File: config.mk
export PLATFORM = sky130hd
export DESIGN_NAME = sub86_bus_resp
export DESIGN_NICKNAME = d
export VERILOG_FILES = /design/src/rtl/sub86_bus_resp_pkg.sv /design/src/rtl/sub86_bus_resp_sram_seq.sv /design/src/rtl/sub86_bus_resp.sv
export SDC_FILE = /design/constraint.sdc
export NUM_CORES = 1
export LEC_CHECK = 0
export ABC_AREA = 0
export ABC_CLOCK_PERIOD_IN_PS = 11300
export CORE_MARGIN = 2
export CORE_UTILIZATION = 52
export CTS_CLUSTER_SIZE = 8
export DETAILED_ROUTE_END_ITERATION = 10
export PLACE_DENSITY = 0.84
export SYNTH_ARGS = -nofsm -noshare
export SYNTH_HDL_FRONTEND = slang
export SYNTH_SLANG_ARGS = --single-unit
File: constraint.sdc
create_clock -name CLK -period 11.3 [get_ports CLK]
set_input_delay 2.825 -clock CLK [delete_from_list [all_inputs] [get_ports CLK]]
set_output_delay 2.825 -clock CLK [all_outputs]
set_load 0.02 [all_outputs]
File: src/rtl/sub86_bus_resp_pkg.sv
// Shared types and constants for the sub86 bus responder.
package sub86_bus_resp_pkg;

    typedef enum logic [3:0] {
        ST_SEL   = 4'd0,
        ST_FETCH = 4'd1,
        ST_RD_LO = 4'd2,
        ST_RD_HI = 4'd3,
        ST_PULSE = 4'd4,
        ST_WR_LO = 4'd5,
        ST_WR_HI = 4'd6
    } state_t;

    typedef enum logic [2:0] {
        SQ_IDLE = 3'd0,
        SQ_RD   = 3'd1,
        SQ_WSU  = 3'd2,
        SQ_WST  = 3'd3,
        SQ_WHD  = 3'd4
    } seq_t;

    localparam logic [1:0]  BEN_DWORD = 2'b01;
    localparam logic [1:0]  BEN_HALF  = 2'b11;
    localparam logic [15:0] ID_RESET  = 16'h9090;

    // 00 and 10 both mean byte
    function automatic logic is_byte(input logic [1:0] ben);
        return !ben[0];
    endfunction

endpackage

File: src/rtl/sub86_bus_resp_sram_seq.sv
// SRAM access sequencer: wait counter plus OE/WE/byte-lane strobe timing.
module sub86_sram_seq
    import sub86_bus_resp_pkg::*;
#(
    parameter int AW       = 18,
    parameter int WAIT_CYC = 1
) (
    input  logic          clk,
    input  logic          rst_n,
    input  logic          start,
    input  logic          we,
    input  logic [AW-1:0] addr,
    input  logic [15:0]   wdata,
    input  logic [1:0]    be_n,
    input  logic [15:0]   bus_data,
    output logic          done,
    output logic [15:0]   rdata,
    output logic [AW-1:0] sa,
    output logic [15:0]   sdq_o,
    output logic          sdq_oe,
    output logic          soe_n,
    output logic          swe_n,
    output logic [1:0]    sbe_n
);

    localparam logic [3:0] WAIT_INIT = 4'(WAIT_CYC);

    seq_t       phase;
    logic [3:0] cnt;

    assign done  = (phase == SQ_RD && cnt == 4'd0) || phase == SQ_WHD;
    assign rdata = bus_data;

    always_ff @(posedge clk or negedge rst_n) begin
        if (!rst_n) begin
            phase  <= SQ_IDLE;
            cnt    <= '0;
            sa     <= '0;
            sdq_o  <= '0;
            sdq_oe <= 1'b0;
            soe_n  <= 1'b1;
            swe_n  <= 1'b1;
            sbe_n  <= 2'b11;
        end else if (start) begin
            // start is only raised when idle or on the done cycle, so accesses chain back-to-back
            sa    <= addr;
            cnt   <= WAIT_INIT;
            swe_n <= 1'b1;
            if (we) begin
                phase  <= SQ_WSU;
                sdq_o  <= wdata;
                sdq_oe <= 1'b1;
                soe_n  <= 1'b1;
                sbe_n  <= be_n;
            end else begin
                phase  <= SQ_RD;
                sdq_oe <= 1'b0;
                soe_n  <= 1'b0;
                sbe_n  <= 2'b00;
            end
        end else begin
            case (phase)
                SQ_RD: begin
                    if (cnt == 4'd0) begin
                        phase <= SQ_IDLE;
                        soe_n <= 1'b1;
                        sbe_n <= 2'b11;
                    end else begin
                        cnt <= cnt - 4'd1;
                    end
                end
                SQ_WSU: begin
                    phase <= SQ_WST;
                    swe_n <= 1'b0;
                end
                SQ_WST: begin
                    if (cnt == 4'd0) begin
                        phase <= SQ_WHD;
                        swe_n <= 1'b1;
                    end else begin
                        cnt <= cnt - 4'd1;
                    end
                end
                SQ_WHD: begin
                    phase  <= SQ_IDLE;
                    sdq_oe <= 1'b0;
                    sbe_n  <= 2'b11;
                end
                default: ;
            endcase
        end
    end

endmodule

File: src/rtl/sub86_bus_resp.sv
// sub86 bus responder: instruction fetch cache, data reads, posted writes, CE pacing.
module sub86_bus_resp
    import sub86_bus_resp_pkg::*;
#(
    parameter int AW        = 18,
    parameter int WAIT_CYC  = 1,
    parameter int ALWAYS_RD = 1
) (
    input  logic          CLK,
    input  logic          RSTN,
    output logic          CE,
    input  logic [31:0]   IA,
    output logic [15:0]   ID,
    input  logic [31:0]   A,
    output logic [31:0]   D,
    input  logic [31:0]   Q,
    input  logic          WEN,
    input  logic          RD,
    input  logic [1:0]    BEN,
    output logic [AW-1:0] SA,
    output logic [15:0]   SDQ_O,
    input  logic [15:0]   SDQ_I,
    output logic          SDQ_OE,
    output logic          SOE_N,
    output logic          SWE_N,
    output logic [1:0]    SBE_N
);

    state_t        state, nxt;
    logic          hit, rd_need;
    logic [1:0]    rd_size_in, rd_size;
    logic [AW-1:0] rd_base, rd_addr, tag, wr_addr;
    logic          tag_vld, wr_dword;
    logic [15:0]   lo_buf, wr_q_hi;
    logic          seq_start, seq_we, seq_done;
    logic [AW-1:0] seq_addr;
    logic [15:0]   seq_wdata, seq_rdata;
    logic [1:0]    seq_be_n;
    logic          unused_bits;

    assign unused_bits = ^{IA[31:AW+1], IA[0], A[31:AW+1]};
    assign hit        = tag_vld && (IA[AW:1] == tag);
    assign rd_need    = RD || (ALWAYS_RD != 0);
    assign rd_size_in = RD ? BEN : BEN_DWORD;
    assign rd_base    = (rd_size_in == BEN_DWORD) ? {A[AW:2], 1'b0} : A[AW:1];

    always_comb begin
        nxt = state;
        case (state)
            ST_SEL:   nxt = !hit ? ST_FETCH : (rd_need ? ST_RD_LO : ST_PULSE);
            ST_FETCH: if (seq_done) nxt = rd_need ? ST_RD_LO : ST_PULSE;
            ST_RD_LO: if (seq_done) nxt = (rd_size == BEN_DWORD) ? ST_RD_HI : ST_PULSE;
            ST_RD_HI: if (seq_done) nxt = ST_PULSE;
            ST_PULSE: nxt = !WEN ? ST_WR_LO : ST_SEL;
            ST_WR_LO: if (seq_done) nxt = wr_dword ? ST_WR_HI : ST_SEL;
            ST_WR_HI: if (seq_done) nxt = ST_SEL;
            default:  nxt = ST_SEL;
        endcase
    end

    // Each access state is left on done, so any entry into one launches exactly one access.
    // WR_LO is entered from PULSE, so it takes the core's live A/Q/BEN.
    always_comb begin
        seq_start = (nxt != state) &&
                    (nxt inside {ST_FETCH, ST_RD_LO, ST_RD_HI, ST_WR_LO, ST_WR_HI});
        seq_we    = nxt inside {ST_WR_LO, ST_WR_HI};
        seq_addr  = IA[AW:1];
        seq_wdata = Q[15:0];
        seq_be_n  = 2'b00;
        case (nxt)
            ST_RD_LO: seq_addr = rd_base;
            ST_RD_HI: seq_addr = rd_addr + 1'b1;
            ST_WR_LO: begin
                seq_addr = A[AW:1];
                if (is_byte(BEN)) begin
                    seq_wdata = {Q[7:0], Q[7:0]};
                    seq_be_n  = A[0] ? 2'b01 : 2'b10;
                end
            end
            ST_WR_HI: begin
                seq_addr  = wr_addr + 1'b1;
                seq_wdata = wr_q_hi;
            end
            default: ;
        endcase
    end

    always_ff @(posedge CLK or negedge RSTN) begin
        if (!RSTN) begin
            state    <= ST_SEL;
            CE       <= 1'b0;
            ID       <= ID_RESET;
            D        <= '0;
            tag      <= '0;
            tag_vld  <= 1'b0;
            rd_addr  <= '0;
            rd_size  <= BEN_DWORD;
            lo_buf   <= '0;
            wr_addr  <= '0;
            wr_dword <= 1'b0;
            wr_q_hi  <= '0;
        end else begin
            state <= nxt;
            CE    <= (nxt == ST_PULSE);
            if (state == ST_FETCH && seq_done) begin
                ID      <= {seq_rdata[7:0], seq_rdata[15:8]};
                tag     <= IA[AW:1];
                tag_vld <= 1'b1;
            end
            if (nxt == ST_RD_LO && state != ST_RD_LO) begin
                rd_addr <= rd_base;
                rd_size <= rd_size_in;
            end
            if (state == ST_RD_LO && seq_done) begin
                if (rd_size == BEN_DWORD)
                    lo_buf <= seq_rdata;
                else if (is_byte(rd_size))
                    D <= {24'b0, A[0] ? seq_rdata[15:8] : seq_rdata[7:0]};
                else
                    D <= {16'b0, seq_rdata};
            end
            if (state == ST_RD_HI && seq_done)
                D <= {seq_rdata, lo_buf};
            if (state == ST_PULSE && !WEN) begin
                wr_addr  <= A[AW:1];
                wr_dword <= (BEN == BEN_DWORD);
                wr_q_hi  <= Q[31:16];
                tag_vld  <= 1'b0;
            end
        end
    end

    sub86_sram_seq #(.AW(AW), .WAIT_CYC(WAIT_CYC)) u_seq (
        .clk      (CLK),
        .rst_n    (RSTN),
        .start    (seq_start),
        .we       (seq_we),
        .addr     (seq_addr),
        .wdata    (seq_wdata),
        .be_n     (seq_be_n),
        .bus_data (SDQ_I),
        .done     (seq_done),
        .rdata    (seq_rdata),
        .sa       (SA),
        .sdq_o    (SDQ_O),
        .sdq_oe   (SDQ_OE),
        .soe_n    (SOE_N),
        .swe_n    (SWE_N),
        .sbe_n    (SBE_N)
    );

endmodule

==> parameters.txt <==
Parameter                              Value

Layout
  Finished Layout Cells    1205
  Utilization of the core after routing    67.87%
  Ratio of cells with drive above 1 in the final layout    17.77%
  Area grow syn2layout    29.34%
  Net total in the final layout    1086
  Cell area after layout    between 10000 and 15000 um2

GRT
  Largest net degree at the start of global routing    124
  Met2 layer usage reported by global route    43.85%
  GRT Residual Overflow    0
  Routing layer with the top usage in global route    met2
  Via count of the first global-routing pass    7064
  First-pass GRT wire length    around 37000 um
  Number of antenna violations at the first check in global routing    1
  All-layer global routing usage    26.24%
  Global Route met1 Usage    34.55%
  Met3 layer usage reported by global route    4.564%

Die
  Area enclosed by the die boundary    ~18000 um2
  Initial core utilization    52.48%
  Number of placed I/O pins    206
  Core footprint    17120 um2
  Number of cell rows    between 40 and 50
  Die width    135.4 um
  Vertical extent of the die    ~140 um

Power
  Power dissipated by switching net loads    928.3 uW
  Switching part of the total power    34.58%
  Sequential cell fraction of total power    40.1%
  Clock power frac    between 20% and 30%
  Overall power after layout    2.684 mW
  Worst vdd rail ir drop    around 0.00013 V
  Gate power share    35.6%
  Ratio of total power to cell area    231.1 nW/um2
  Cell leakage power    5.006 nW
  Internal power    1.756 mW

STA
  Worst-Margin Slew    1.052 ns
  Final setup fails    0
  Fmax    0.1682 GHz
  Relative slew slack    29.80%
  Clock Skews    0.01070 ns
  Final-layout setup total negative slack    0 ns
  Total count of hold-check failures in the final report    0
  RSZ-0062 raised after global routing    false
  Number of slew-limit violations in the final report    0
  Min cycle time layout    5.946 ns
  Final worst-path cycle share    52.62%

Worst setup path
  Required time of the critical path    ~12 ns
  Depth of the worst register-to-register path    15
  Cell type group with the largest total delay on the critical path    simple AND/OR/NAND/NOR gates
  Arrival @ worst endpoint    6.27 ns
  Worst Setup Path Type    input port to flip-flop
  Maximum fanout along the worst path    25
  CP max stage cell    sky130_fd_sc_hd__and2_1
  Buf/Inv on CP    1
  Startpoint Class    input port
  Delay of the slowest cell on the worst path    0.85 ns
  Crit path cell chain    clkdlybuf4s50_1, xor2_1, nor4_1, nand3_1, o31ai_2, and4_4, and2_1, mux2_2
  Logic depth of the worst setup path including buffers    8
  Kind of capture point of the worst setup path    flip-flop

Logic synthesis
  Area share of the largest cell type after synthesis    50.15%
  Share of synthesized registers carrying an async set or reset    100.0%
  Mean post-synth cell area    11.19 um2
  Number of distinct library cells after synthesis    61
  Top_reg_cell synth    sky130_fd_sc_hd__dfrtp_1
  Seq cells post-synth    189
  Synthesized area    8982 um2
  Cell taking the most area after synthesis    sky130_fd_sc_hd__dfrtp_1
  Gate Count Post-Synth    roughly 800
  Count of warnings emitted by yosys    0
  Count of flip-flops with a built-in enable after synthesis    0
  Seq/Total Area, Yosys    52.78%
  Total nets after synthesis    between 900 and 1000
  Top cells by area in the synthesized netlist    sky130_fd_sc_hd__dfrtp_1 50%, sky130_fd_sc_hd__mux2_2 14%, sky130_fd_sc_hd__xor2_1 3.4%, sky130_fd_sc_hd__nand2_1 3.2%, sky130_fd_sc_hd__o21ai_0 2.7%

Clock network
  Clock tree from TritonCTS    done
  Skew-Pair Late Insertion Delay    0.44 ns
  CTS Buf Count    17
  Number of gates resized after CTS    0
  CTS clock-pin slew for the worst setup and hold paths    ~0.07 ns
  CTS root buf    sky130_fd_sc_hd__clkbuf_16
  Sinks on the clock net    about 190
  H-tree lvl count    4
  Clock Tree Buf Depth    2
  Count of hold-fix buffers inserted at cts    0
  Post-CTS setup buffer count    0

Detailed routing
  Number of vias after detailed routing    7128
  Drc violations    0
  Average wire per cell in the routed design    between 15 and 20 um
  Post-route antenna net violation count    0
  DR pass1 iterations    6
  DRC marker count from the first detailed-route iteration    514
  Post-detailed-routing wire length    23610 um
  Routed via count divided by cell count    5.915

Hold path
  Type of the worst min-delay path    flip-flop to flip-flop
  Count of cells along the worst hold path    2

Place
  Instance count after placement with tap cells included    1172
  HPWL after detailed placement    16020 um
  Global placer's final weighted congestion    a little over 0.8
  Area after DPL    10980 um2
  Number of buffers added on ports    178

Job
  Number of maximum-capacitance constraint violations    0

Outcome
  Outcome    completed
flip-flops by register name (all words and copies together), names as in the netlist:
name	cells
wr_dword	1
tag_vld	1
u_seq.sa	18
D	32
rd_addr	18
lo_buf	16
tag	18
rd_size	2
wr_q_hi	16
wr_addr	18
CE	1
u_seq.soe_n	1
u_seq.sdq_oe	1
u_seq.swe_n	1
u_seq.phase	3
u_seq.sbe_n	2
u_seq.cnt	4
ID	16
u_seq.sdq_o	16
state	4
worst reg2reg max path, cell delays in order (launching register included):
cell                        delay [ns]
sky130_fd_sc_hd__dfrtp_1          0.41
sky130_fd_sc_hd__inv_1            0.07
sky130_fd_sc_hd__ha_1             0.17
sky130_fd_sc_hd__nand3b_1         0.16
sky130_fd_sc_hd__o41a_1           0.56
sky130_fd_sc_hd__mux2_2           0.70
sky130_fd_sc_hd__nand2_1          0.12
sky130_fd_sc_hd__nand2_1          0.12
sky130_fd_sc_hd__ha_1             0.29
sky130_fd_sc_hd__and4_1           0.27
sky130_fd_sc_hd__nand4_1          0.13
sky130_fd_sc_hd__xnor2_1          0.15
sky130_fd_sc_hd__a22oi_1          0.30
sky130_fd_sc_hd__o21ai_0          0.19
sky130_fd_sc_hd__a2111oi_0        0.49
sky130_fd_sc_hd__a211oi_1         0.09
power by group through the flow:
stage          Sequential (mW)  Combinational [mW]  Clock (mW)
5_1_grt                   1.10                1.03       0.683
6_report                  1.08               0.955       0.651
2_1_floorplan             1.19               0.423           0
3_3_place_gp              1.07               0.927           0
3_5_place_dp              1.08               0.953           0
4_1_cts                   1.07               0.961       0.657
path summary, 6_finish.rpt:
kind | from | endpoint | slack (ns)
min reg2reg | D[9] | D[9] | 0.48
max | IA[3] | rd_addr[6] | 5.35
min | D[9] | D[9] | 0.48
min in group asynchronous | RSTN | D[23] | 2.54
max in group asynchronous | RSTN | u_seq.cnt[3] | 7.35
max reg2reg | u_seq.cnt[0] | u_seq.sa[8] | 6.97
cell families (layout without fill, tap and decap cells):
group,Yosys count,after routing,share of synthesized area [%]
buffers and inverters,57,233,2.535
muxes,131,131,16.17
other,1,2,0.04175
and+or+nand+nor,209,209,11.12
xor gates and xnor gates,48,48,4.680
adders and majority gates,2,2,0.2785
DFF,189,189,52.78
AOI/OAI and AO/OA,166,166,12.40
through the flow:
step | hold slack (ns) | setup slack (ns)
6_report | 0.4791 | 5.354
5_1_grt | 0.5051 | 5.228
4_1_cts | 0.4857 | 5.426
3_5_place_dp | 0.4701 | 4.995
3_3_place_gp | 0.4610 | 5.010
2_1_floorplan | 0.4806 | 6.505
routing by layer:
layer	vias up	wire, um
met3	50	1333
met5	-	0
met4	0	612
met2	284	11910
met1	3567	9753
li1	3227	-
cell usage in the layout (no fill, tap or decap), types with 3 or more instances in the layout:
cell                              netlist  final
sky130_fd_sc_hd__a211oi_1               9      9
sky130_fd_sc_hd__o22ai_1                5      5
sky130_fd_sc_hd__inv_1                 14     14
sky130_fd_sc_hd__o21ai_0               49     49
sky130_fd_sc_hd__xor2_1                35     35
sky130_fd_sc_hd__nand3_1               19     18
sky130_fd_sc_hd__a21oi_1               33     33
sky130_fd_sc_hd__clkbuf_16              0     17
sky130_fd_sc_hd__nand4_1               11     11
sky130_fd_sc_hd__bufinv_16              0      4
sky130_fd_sc_hd__xnor2_1               13     13
sky130_fd_sc_hd__clkdlybuf4s50_1        0    177
sky130_fd_sc_hd__a22o_1                24     24
sky130_fd_sc_hd__mux2i_1               20     19
sky130_fd_sc_hd__dfrtp_1              180    180
sky130_fd_sc_hd__nor2b_1                6      6
sky130_fd_sc_hd__a22oi_1                4      4
sky130_fd_sc_hd__a222oi_1               4      4
sky130_fd_sc_hd__nor3_1                 9      9
sky130_fd_sc_hd__a31oi_1               10      9
sky130_fd_sc_hd__buf_4                  0      9
sky130_fd_sc_hd__nand2_1               77     77
sky130_fd_sc_hd__nand2b_1               4      4
sky130_fd_sc_hd__and3_1                14     14
sky130_fd_sc_hd__dfstp_2                9      9
sky130_fd_sc_hd__mux2_2               108    108
sky130_fd_sc_hd__nor4_1                 6      6
sky130_fd_sc_hd__nor2_1                46     45
sky130_fd_sc_hd__inv_6                  0      3
sky130_fd_sc_hd__or2_2                  3      3
sky130_fd_sc_hd__a221oi_1               6      6
sky130_fd_sc_hd__clkinvlp_4             0      4
cell usage after synthesis (3+ instances only):
master                     instances
sky130_fd_sc_hd__a22oi_1           4
sky130_fd_sc_hd__or2_2             3
sky130_fd_sc_hd__a222oi_1          4
sky130_fd_sc_hd__a31oi_1          10
sky130_fd_sc_hd__mux2i_1          20
sky130_fd_sc_hd__xnor2_1          13
sky130_fd_sc_hd__a22o_1           24
sky130_fd_sc_hd__mux2_2          108
sky130_fd_sc_hd__and3_1           14
sky130_fd_sc_hd__nand2b_1          4
sky130_fd_sc_hd__a221oi_1          6
sky130_fd_sc_hd__a21oi_1          33
sky130_fd_sc_hd__inv_1            14
sky130_fd_sc_hd__clkbuf_1         34
sky130_fd_sc_hd__a211oi_1          9
sky130_fd_sc_hd__buf_2             4
sky130_fd_sc_hd__nor2b_1           6
sky130_fd_sc_hd__dfrtp_1         180
sky130_fd_sc_hd__nand4_1          11
sky130_fd_sc_hd__nor4_1            6
sky130_fd_sc_hd__o22ai_1           5
sky130_fd_sc_hd__nor2_1           46
sky130_fd_sc_hd__buf_1             3
sky130_fd_sc_hd__o21ai_0          49
sky130_fd_sc_hd__nand3_1          19
sky130_fd_sc_hd__nand2_1          77
sky130_fd_sc_hd__dfstp_2           9
sky130_fd_sc_hd__xor2_1           35
sky130_fd_sc_hd__nor3_1            9
cell type report:
class                   count  area, um2
fillers                  1268       5499
flip-flops and latches    189       4741
multi-input cells         557       4051
repair buffers            187       1853
clock buffers              17      425.4
well taps                 225      281.5
clock inverters            15      210.2
inverters                  14      52.55
diodes                      1      2.502
Power figures use the tool's default switching activity.
